File: src/rtl/vu_pkg.sv
// Shared VU-meter definitions: level width, peak FSM states, default timing constants
// and small saturating helpers used by the level controller.
package vu_pkg;

  localparam int unsigned LEVEL_W = 8;

  localparam int unsigned DEFAULT_DECAY_STEP  = 4;
  localparam int unsigned DEFAULT_HOLD_FRAMES = 30;
  localparam int unsigned DEFAULT_PEAK_STEP   = 2;
  localparam int unsigned DEFAULT_CLIP_FRAMES = 60;
  localparam logic [LEVEL_W-1:0] DEFAULT_CLIP_THRESHOLD = 8'd240;

  typedef enum logic {
    StHold,
    StFall
  } peak_state_e;

  // a - b, clamped at zero
  function automatic logic [LEVEL_W-1:0] sat_sub(input logic [LEVEL_W-1:0] a,
                                                 input logic [LEVEL_W-1:0] b);
    return (a > b) ? (a - b) : '0;
  endfunction

  function automatic logic [LEVEL_W-1:0] max_lvl(input logic [LEVEL_W-1:0] a,
                                                 input logic [LEVEL_W-1:0] b);
    return (a > b) ? a : b;
  endfunction

endpackage

File: src/rtl/frame_down_counter.sv
// Loadable down counter decremented by a frame tick; stops at zero and flags it.
module frame_down_counter #(
  parameter int unsigned CNT_W       = 5,
  parameter int unsigned RESET_VALUE = 0
) (
  input  logic             clock,
  input  logic             reset,
  input  logic             enable,
  input  logic             load,
  input  logic [CNT_W-1:0] load_value,
  input  logic             tick,
  output logic [CNT_W-1:0] count,
  output logic             zero
);

  logic [CNT_W-1:0] count_q, count_d;

  // Next count: load wins over tick; never wraps below zero
  always_comb begin
    count_d = count_q;
    if (enable) begin
      if (load) begin
        count_d = load_value;
      end else if (tick && (count_q != '0)) begin
        count_d = count_q - CNT_W'(1);
      end
    end
  end

  // Counter register
  always_ff @(posedge clock or posedge reset) begin
    if (reset) begin
      count_q <= CNT_W'(RESET_VALUE);
    end else begin
      count_q <= count_d;
    end
  end

  assign count = count_q;
  assign zero  = (count_q == '0);

endmodule

File: src/rtl/vu_level_ctrl.sv
// VU-meter level sequencer: turns accepted UART sample bytes into a decaying bar level,
// a held-then-falling peak marker, a timed clip indicator and a rejected-byte count.
module vu_level_ctrl
  import vu_pkg::*;
#(
  parameter int unsigned         DECAY_STEP     = DEFAULT_DECAY_STEP,
  parameter int unsigned         HOLD_FRAMES    = DEFAULT_HOLD_FRAMES,
  parameter int unsigned         PEAK_STEP      = DEFAULT_PEAK_STEP,
  parameter logic [LEVEL_W-1:0]  CLIP_THRESHOLD = DEFAULT_CLIP_THRESHOLD,
  parameter int unsigned         CLIP_FRAMES    = DEFAULT_CLIP_FRAMES
) (
  input  logic               clock,
  input  logic               reset,
  input  logic               enable,
  input  logic [LEVEL_W-1:0] data_in,
  input  logic               load,
  input  logic               error,
  input  logic               frame_tick,
  output logic [LEVEL_W-1:0] level,
  output logic [LEVEL_W-1:0] peak,
  output logic               clip,
  output logic [7:0]         err_count
);

  localparam int unsigned HOLD_W = $clog2(HOLD_FRAMES + 1);
  localparam int unsigned CLIP_W = $clog2(CLIP_FRAMES + 1);

  if (DECAY_STEP == 0 || HOLD_FRAMES == 0 || PEAK_STEP == 0 || CLIP_FRAMES == 0 ||
      CLIP_THRESHOLD == '0) begin : g_bad_param
    $error("vu_level_ctrl: zero-valued parameter is not allowed");
  end

  logic               sample_ok;
  logic [LEVEL_W-1:0] level_q, level_d, level_dec;
  logic [LEVEL_W-1:0] peak_q, peak_d;
  peak_state_e        state_q, state_d;
  logic               clip_q, clip_d;
  logic [7:0]         err_q, err_d;

  logic               hold_load, hold_tick, hold_zero;
  logic [HOLD_W-1:0]  hold_cnt;
  logic               clip_load, clip_tick, clip_zero;
  logic [CLIP_W-1:0]  clip_cnt;

  assign sample_ok = load & ~error;

  // Bar level: decay on the frame tick first, then let a larger sample jump it up
  always_comb begin
    level_dec = level_q;
    if (frame_tick) begin
      level_dec = sat_sub(level_q, LEVEL_W'(DECAY_STEP));
    end
    level_d = level_q;
    if (enable) begin
      level_d = sample_ok ? max_lvl(data_in, level_dec) : level_dec;
    end
  end

  // Peak FSM: a sample at or above the peak re-arms the hold; after the hold the
  // marker falls but is clamped to the new level so it never dips under the bar
  always_comb begin
    state_d   = state_q;
    peak_d    = peak_q;
    hold_load = 1'b0;
    hold_tick = 1'b0;
    if (enable) begin
      if (sample_ok && (data_in >= peak_q)) begin
        peak_d    = data_in;
        state_d   = StHold;
        hold_load = 1'b1;
      end else if (frame_tick) begin
        unique case (state_q)
          StHold: begin
            if (hold_zero) begin
              state_d = StFall;
            end else begin
              hold_tick = 1'b1;
            end
          end
          StFall: begin
            peak_d = max_lvl(sat_sub(peak_q, LEVEL_W'(PEAK_STEP)), level_d);
          end
          default: state_d = StHold;
        endcase
      end
    end
  end

  // Clip: a clipping sample reloads the timer; the flag drops on the 1 -> 0 tick
  always_comb begin
    clip_d    = clip_q;
    clip_load = 1'b0;
    clip_tick = 1'b0;
    if (enable) begin
      if (sample_ok && (data_in >= CLIP_THRESHOLD)) begin
        clip_d    = 1'b1;
        clip_load = 1'b1;
      end else if (frame_tick) begin
        clip_tick = 1'b1;
        if (clip_cnt == CLIP_W'(1)) begin
          clip_d = 1'b0;
        end
      end
    end
  end

  // Rejected-byte counter, saturating at all-ones
  always_comb begin
    err_d = err_q;
    if (enable && load && error && (err_q != 8'hFF)) begin
      err_d = err_q + 8'd1;
    end
  end

  // State registers
  always_ff @(posedge clock or posedge reset) begin
    if (reset) begin
      level_q <= '0;
      peak_q  <= '0;
      state_q <= StHold;
      clip_q  <= 1'b0;
      err_q   <= '0;
    end else begin
      level_q <= level_d;
      peak_q  <= peak_d;
      state_q <= state_d;
      clip_q  <= clip_d;
      err_q   <= err_d;
    end
  end

  // Hold timer counts remaining hold ticks; reset value matches a freshly armed hold
  frame_down_counter #(
    .CNT_W      (HOLD_W),
    .RESET_VALUE(HOLD_FRAMES - 1)
  ) u_hold_cnt (
    .clock     (clock),
    .reset     (reset),
    .enable    (enable),
    .load      (hold_load),
    .load_value(HOLD_W'(HOLD_FRAMES - 1)),
    .tick      (hold_tick),
    .count     (hold_cnt),
    .zero      (hold_zero)
  );

  frame_down_counter #(
    .CNT_W      (CLIP_W),
    .RESET_VALUE(0)
  ) u_clip_cnt (
    .clock     (clock),
    .reset     (reset),
    .enable    (enable),
    .load      (clip_load),
    .load_value(CLIP_W'(CLIP_FRAMES)),
    .tick      (clip_tick),
    .count     (clip_cnt),
    .zero      (clip_zero)
  );

  // Structural invariants
  assert property (@(posedge clock) disable iff (reset) peak_q >= level_q);
  assert property (@(posedge clock) disable iff (reset) clip_q == !clip_zero);
  assert property (@(posedge clock) disable iff (reset) (state_q == StFall) |-> (hold_cnt == '0));

  assign level     = level_q;
  assign peak      = peak_q;
  assign clip      = clip_q;
  assign err_count = err_q;

endmodule

File: config.mk
export PLATFORM = sky130hd
export DESIGN_NAME = vu_level_ctrl
export DESIGN_NICKNAME = d
export VERILOG_FILES = /design/src/rtl/vu_pkg.sv /design/src/rtl/frame_down_counter.sv /design/src/rtl/vu_level_ctrl.sv
export SDC_FILE = /design/constraint.sdc
export NUM_CORES = 1
export LEC_CHECK = 0
export CORE_ASPECT_RATIO = 0.9
export CORE_MARGIN = 4
export CORE_UTILIZATION = 55
export DETAILED_ROUTE_END_ITERATION = 7
export DONT_BUFFER_PORTS = 1
export PLACE_DENSITY_LB_ADDON = 0.2
export SLEW_MARGIN = 20
export SYNTH_ARGS = -nofsm -noshare
export SYNTH_HDL_FRONTEND = slang
export SYNTH_SLANG_ARGS = --single-unit
File: constraint.sdc
create_clock -name clock -period 3.7 [get_ports clock]
set_input_delay 0 -clock clock [delete_from_list [all_inputs] [get_ports clock]]
set_output_delay 0 -clock clock [all_outputs]
set_load 0.02 [all_outputs]
# Word level (Yosys, flattened, before mapping)
# Index checks and enable logic that the tools add are counted.
[classes]
add_sub_neg = 5
bitwise_logic = 2
n_reduce_logical = 21
n_eq_ne = 2
magnitude_cmp = 6
mux = 33
[ops]
columns = ["operator", "n"]
rows = [
  ["8-bit two-way mux", 10],
  ["1-bit two-way mux", 19],
  ["8-bit > comparator", 2],
  ["6-bit two-way mux", 2],
  ["2-bit nonzero test", 6],
  ["5-bit two-way mux", 2],
  ["8-bit by 1-bit adder with 8-bit output, second input constant", 1],
  ["8-bit greater-or-equal comparator", 1],
  ["8-bit greater-or-equal comparator, second input constant", 1],
  ["8-bit by 2-bit > comparator with 1-bit output, second input constant", 1],
  ["8-bit by 3-bit > comparator with 1-bit output, second input constant", 1],
  ["8-bit inequality test, second input constant", 1],
  ["8-bit by 2-bit subtractor with 8-bit output, second input constant", 1],
  ["8-bit by 3-bit subtractor with 8-bit output, second input constant", 1],
  ["1-bit logical AND", 7],
  ["6-bit by 1-bit equality test with 1-bit output, second input constant", 1],
  ["2-bit AND reduction", 3],
  ["3-bit AND reduction", 2],
  ["6-bit nonzero test", 1],
  ["6-bit by 1-bit subtractor with 6-bit output, second input constant", 1],
  ["5-bit zero test", 1],
  ["5-bit nonzero test", 1],
  ["5-bit by 1-bit subtractor with 5-bit output, second input constant", 1],
  ["1-bit AND", 1],
  ["1-bit inverter", 1],
]
[word_totals]
out_inout_bits = 25
input_bits = 14
reg_bits = 37
elab_cells = 76

# Logic depth before layout (Yosys ltp)
[logic_depth]
depth_word = 12
ltp_mapped = 20
depth_no_buf = 19

# By module
# From an unflattened synthesis, not the netlist that was laid out.
[hier_totals]
cells_unflattened = 361
hier_area_um2 = 3155.5
[by_module_without_submodules]
columns = ["mod", "seq_area_each_um2", "area_each_um2", "cells_each", "instances"]
rows = [
  ["vu_level_ctrl", 650.6, 2339.7, 269, 1],
  ["frame_down_counter (u_clip_cnt)", 150.1, 467.9, 57, 1],
  ["frame_down_counter (u_hold_cnt)", 130.1, 347.8, 35, 1],
]

# Worst setup path before layout
# No wires, ideal clock.
[synth_timing]
kind = "flip-flop to flip-flop"
from = "register level_q[3] (netlist: level[3])"
to = "register peak_q[1] (netlist: peak[1])"
synth_period_minus_slack_ns = 4.117
required_time_ns = 3.575
stages_incl_launch_ff = 19
setup_ns = 0.125
slack_ns = -0.417
path_buffers = 1
arrival_time_ns = 3.993
cell_sequence = "dfrtp_1 inv_1 ha_1 nor3b_1 o2111ai_1 and2_1 ha_1 nand4_1 o211ai_1 o31a_1 buf_6 mux2_2 a21boi_0 ha_1 a21oi_1 a21oi_1 o221ai_1 o221ai_1 o2bb2ai_1"
[synth_between]
elab_chain_len = 12
elab_cells_between_ends = 13
classes_between = "1 x add/sub; 3 x order compare; 9 x mux"
[synth_lines]
columns = ["item", "line_no", "rtl"]
rows = [
  ["start, declared", "vu_level_ctrl.sv:34", "logic [LEVEL_W-1:0] level_q, level_d, level_dec;"],
  ["start signal, assigned", "vu_level_ctrl.sv:124", "level_q <= level_d;"],
  ["8-bit by 3-bit subtractor with 8-bit output or 8-bit by 3-bit > comparator with 1-bit output (tied branches)", "vu_pkg.sv:21", "return (a > b) ? (a - b) : '0;"],
  ["8-bit two-way mux", "vu_pkg.sv:21", ""],
  ["8-bit two-way mux", "vu_level_ctrl.sv:50", "if (frame_tick) begin"],
  ["8-bit > comparator", "vu_pkg.sv:26", "return (a > b) ? a : b;"],
  ["8-bit two-way mux", "vu_pkg.sv:26", ""],
  ["8-bit two-way mux", "vu_level_ctrl.sv:55", "level_d = sample_ok ? max_lvl(data_in, level_dec) : level_dec;"],
  ["8-bit two-way mux (*)", "vu_level_ctrl.sv:54", "if (enable) begin"],
  ["8-bit > comparator", "vu_pkg.sv:26", ""],
  ["8-bit two-way mux (*)", "vu_pkg.sv:26", ""],
  ["8-bit two-way mux (*)", "vu_level_ctrl.sv:72", "unique case (state_q)"],
  ["8-bit two-way mux (*)", "vu_level_ctrl.sv:71", "end else if (frame_tick) begin"],
  ["8-bit two-way mux (*)", "vu_level_ctrl.sv:67", "if (sample_ok && (data_in >= peak_q)) begin"],
  ["end signal, assigned", "vu_level_ctrl.sv:125", "peak_q <= peak_d;"],
  ["end, declared", "vu_level_ctrl.sv:35", "logic [LEVEL_W-1:0] peak_q, peak_d;"],
]
# Every way passes the cells marked *; elsewhere a longest branch is shown, timed or not. The select of a mux whose other input is x is not followed.
# A chain may end at the register's enable or synchronous reset.

# Final worst setup path
[layout_timing]
from = "register level_q[3] (netlist: level[3])"
to = "register peak_q[5] (netlist: peak[5])"
# The elaborated chain is that of the path after synthesis.

==> impl_metrics.yaml <==
final_layout:
  seq_area_sq_um: 935
  nFillCells: 391
  area_delta_synth_final_pct: 28.1
  drive_above_1_share_pct: 29.5
  num_antenna_cells: 0
  multi_input_area_sq_um: 2140
  fin_nets: 431
synthesis:
  syn_inst: 337
  ys_async_sr_fraction_pct: 100
  netlist_area_sq_um: 2970
  synth_ff_type: "dfrtp_1"
  synth-simple-area-share_pct: 19.9
  synth_fa_ha_area_share_pct: 13.5
  syn_area_per_cell_sq_um: 8.80
  synth_cell_type_count: 59
  synth-compound-area-share_pct: 18.6
  synth_top_family_by_area: "simple AND/OR/NAND/NOR gates"
  synth_seq_cells: 37
  synth-xor-area-share_pct: 5.02
  synth_nets: 383
  synth.yosys.seq_area_share_pct: 31.4
  synth_edf_count: 0
  synth.area.mux_share_pct: 5.78
  yosys_warnings: 0
timing:
  period_minus_slack_ns: 4.19
  slew_viol_final: 0
  holdWs_ns: -0.0110
  max_freq_ghz: 0.238
  fin_worst_skew_ns: 0.00821
  setup_viol: 8
  fin_crit_sh_pct: 113
  worst_slack_ns: -0.493
  rsz0062_at_grt: "yes"
  hold_viol: 2
  worst_slew_pin_slew_ns: 0.642
  max-slew-margin-rel_pct: 57.2
power_and_ir_drop:
  leakage_uw: 0.00173
  ir_drop_uv: 562
  powerDensity_nw_per_um2: 936
worst_setup_path:
  cpMaxStageDelayCell: "dfrtp_2"
  cp.required_ns: 3.88
  endpoint_kind: "flop"
  cpPeakStageDelay_ns: 0.43
  start_kind: "flop"
  critPathKind: "flop to flop"
  crit_path_cell_trace: "inv_4, ha_4, nor3b_4, o2111ai_4, buf_4, nand2_1, ha_1, nand4_1, o211ai_1, o31a_1, buf_6, mux2i_4, a21oi_1, ha_1, buf_4, nand2_1, o21ai_2, o221ai_2, buf_6, o221ai_2, a22oi_1"
  cp_data_arrival_time_ns: 4.38
  cp_max_fo: 8
cts:
  clk_pin_slew_ns: 0.09
  clockBufferDepth: 2
  ctsHtreeMaxLevel: 2
  cts_root_buf: "clkbuf_8"
  clk_latency_ns: 0.30
  clock_sinks: 37
  cts_tree: "yes"
  numCtsBuffers: 5
floorplan:
  rows: 25
  start_util_pct: 56.8
  ios: 39
  die_h_um: 77.7
  die-area_sq_um: 6630
  core_area_sq_um: 5220
  die_x_um: 85.4
route:
  drt_wl_total_um: 8480
  vias_per_cell: 6.06
  drtIter0Drc: 197
  ant_nets: 0
  drc_errors: 0
  vias: 2746
  firstDrtPassIters: 4
  routedWlPerCell_um: 18.7
place:
  routabilityCongestion: 0.881
  hpwl_um: 5960
  portBuffers: 0
  dp_slack_ns: -0.357
grt:
  overflow: 0
  grt_pass1_vias: 2721
  grt_pass1_wl_um: 13400
  antenna_found_initial: 0
  grt_start_max_net_pins: 38
  track_usage_pct: 25.6
outcome:
  run_status: "finished, violations left"
  violations: "negative hold slack, negative setup slack"
job:
  max_cap_viol_count: 0
hold_path:
  min_path_type: "input port to flop"
[state kept, by name, summed over array words and instances, names as in the netlist]
| name | flops |
|---|---|
| clip | 1 |
| err_count | 8 |
| level | 8 |
| peak | 8 |
| state_q | 1 |
| u_clip_cnt.count | 6 |
| u_hold_cnt.count | 5 |
[worst max-delay path: cells and delay by family (launching register included)]
| kind | cells | cell delay [ns] |
|---|---|---|
| buf+inv | 5 | 0.71 |
| mux | 1 | 0.22 |
| simple gates | 4 | 0.41 |
| flops | 1 | 0.43 |
| fa+ha+maj | 3 | 0.86 |
| compound gates | 8 | 1.42 |
[power by group]
group / leakage, uW / total (uW) / internal (uW) / switching [uW]
Combinational: 0.00123 / 2290 / 1070 / 1220
Clock: 0.0000543 / 371 / 202 / 169
Sequential: 0.000447 / 898 / 589 / 309
Total: 0.00173 / 3560 / 1860 / 1700
[Yosys cell counts (all sizes together) (2+ instances only)]
cell type	n	area [sq um]
dfrtp	33	826
xnor2	10	87.6
a21boi	2	15.0
a21oi	22	118
dfstp	4	105
a21o	2	15.0
mux2	6	71.3
and2	5	31.3
buf	7	51.3
nor4	2	12.5
o2bb2ai	2	17.5
nor3	12	65.1
nor2	15	56.3
a31oi	3	18.8
ha	32	400
nor3b	2	15.0
o21a	4	30.0
nor4b	2	23.8
a211oi	3	32.5
o211ai	3	22.5
and3	7	48.8
nand4	9	56.3
inv	32	120
xor2	7	61.3
nand3	9	45.0
nor2b	2	12.5
nand2	46	173
o21ai	13	68.8
mux2i	10	100
nand2b	2	12.5
o221ai	8	70.1
a22oi	5	51.3
o2111ai	2	17.5
a2bb2oi	2	17.5
[final timing paths]
| kind | startpoint | end | slack, ns | depth (start not counted) |
|---|---|---|---|---|
| worst max-delay path | level[3] | peak[5] | -0.49 | 21 |
| worst min-delay path | data_in[3] | peak[3] | -0.01 | 2 |
| worst min register to register | u_clip_cnt.count[5] | u_clip_cnt.count[5] | 0.54 | 2 |
| max in group asynchronous | reset | level[4] | 3.08 | 3 |
| worst max register to register | level[3] | peak[5] | -0.49 | 21 |
| min in group asynchronous | reset | level[7] | 0.26 | 3 |
[cell usage in the layout, fill, tap and decap left out, types with 3 or more instances in the layout]
cell type	instances
nor2_1	15
dfrtp_1	30
dlygate4sd3_1	5
and2_1	3
a31oi_1	3
mux2i_1	8
nand3_1	8
mux2_4	5
o221ai_2	8
a21oi_1	16
o21ai_0	8
ha_1	26
xor2_1	7
dfrtp_2	3
buf_6	4
nand4_1	9
xnor2_1	10
a21oi_2	6
and3_1	6
clkbuf_8	5
nand2_1	46
dfstp_2	4
buf_4	39
inv_1	29
o211ai_1	3
ha_4	5
nor3_1	10
o21a_1	4
[per-stage QoR]
step                util (%)  cells  setup TNS, ns  power (uW)  instance area, sq um
floorplan                  -    337         -0.331        2170                  3090
global placement        65.6    435          -2.20        2760                  3420
detailed placement      65.6    435          -2.50        2820                  3420
CTS                     69.8    449          -2.37        3310                  3650
global route            72.7    453          -5.37        3820                  3800
finish                  72.7    453          -3.84        3560                  3800
[cell families after synthesis]
kind of cell | after synthesis
DFF | 37
buffers and inverters | 40
and+or+nand+nor | 118
adders and majority gates | 32
xor gates and xnor gates | 17
AOI/OAI and AO/OA | 77
muxes | 16
[layer usage]
layer	up-vias	part of all wire, %	GRT usage [%]
met5	-	0	0
met4	0	1.9	8.39
met3	19	6.1	6.05
met2	84	48	40.1
met1	1336	44	34.9
li1	1307	-	-
[timing repair]
item | CTS | global route
setup buffers | 2 | 3
setup endpoints to repair | 8 | 8
pin swaps | 7 | 14
endpoints found under the hold margin | 37 | 1
hold buffers | 4 | 1
resized for setup | 11 | 19
[area by class of cell]
cell class | count | area share (%)
timing repair buffer | 49 | 10.7
clock inverter | 3 | 1.22
sequential | 37 | 24.6
multi-input combinational | 260 | 56.2
inverter | 32 | 3.23
clock buffer | 5 | 1.81
tap | 67 | 2.21
(Power assumes the default switching activity.)
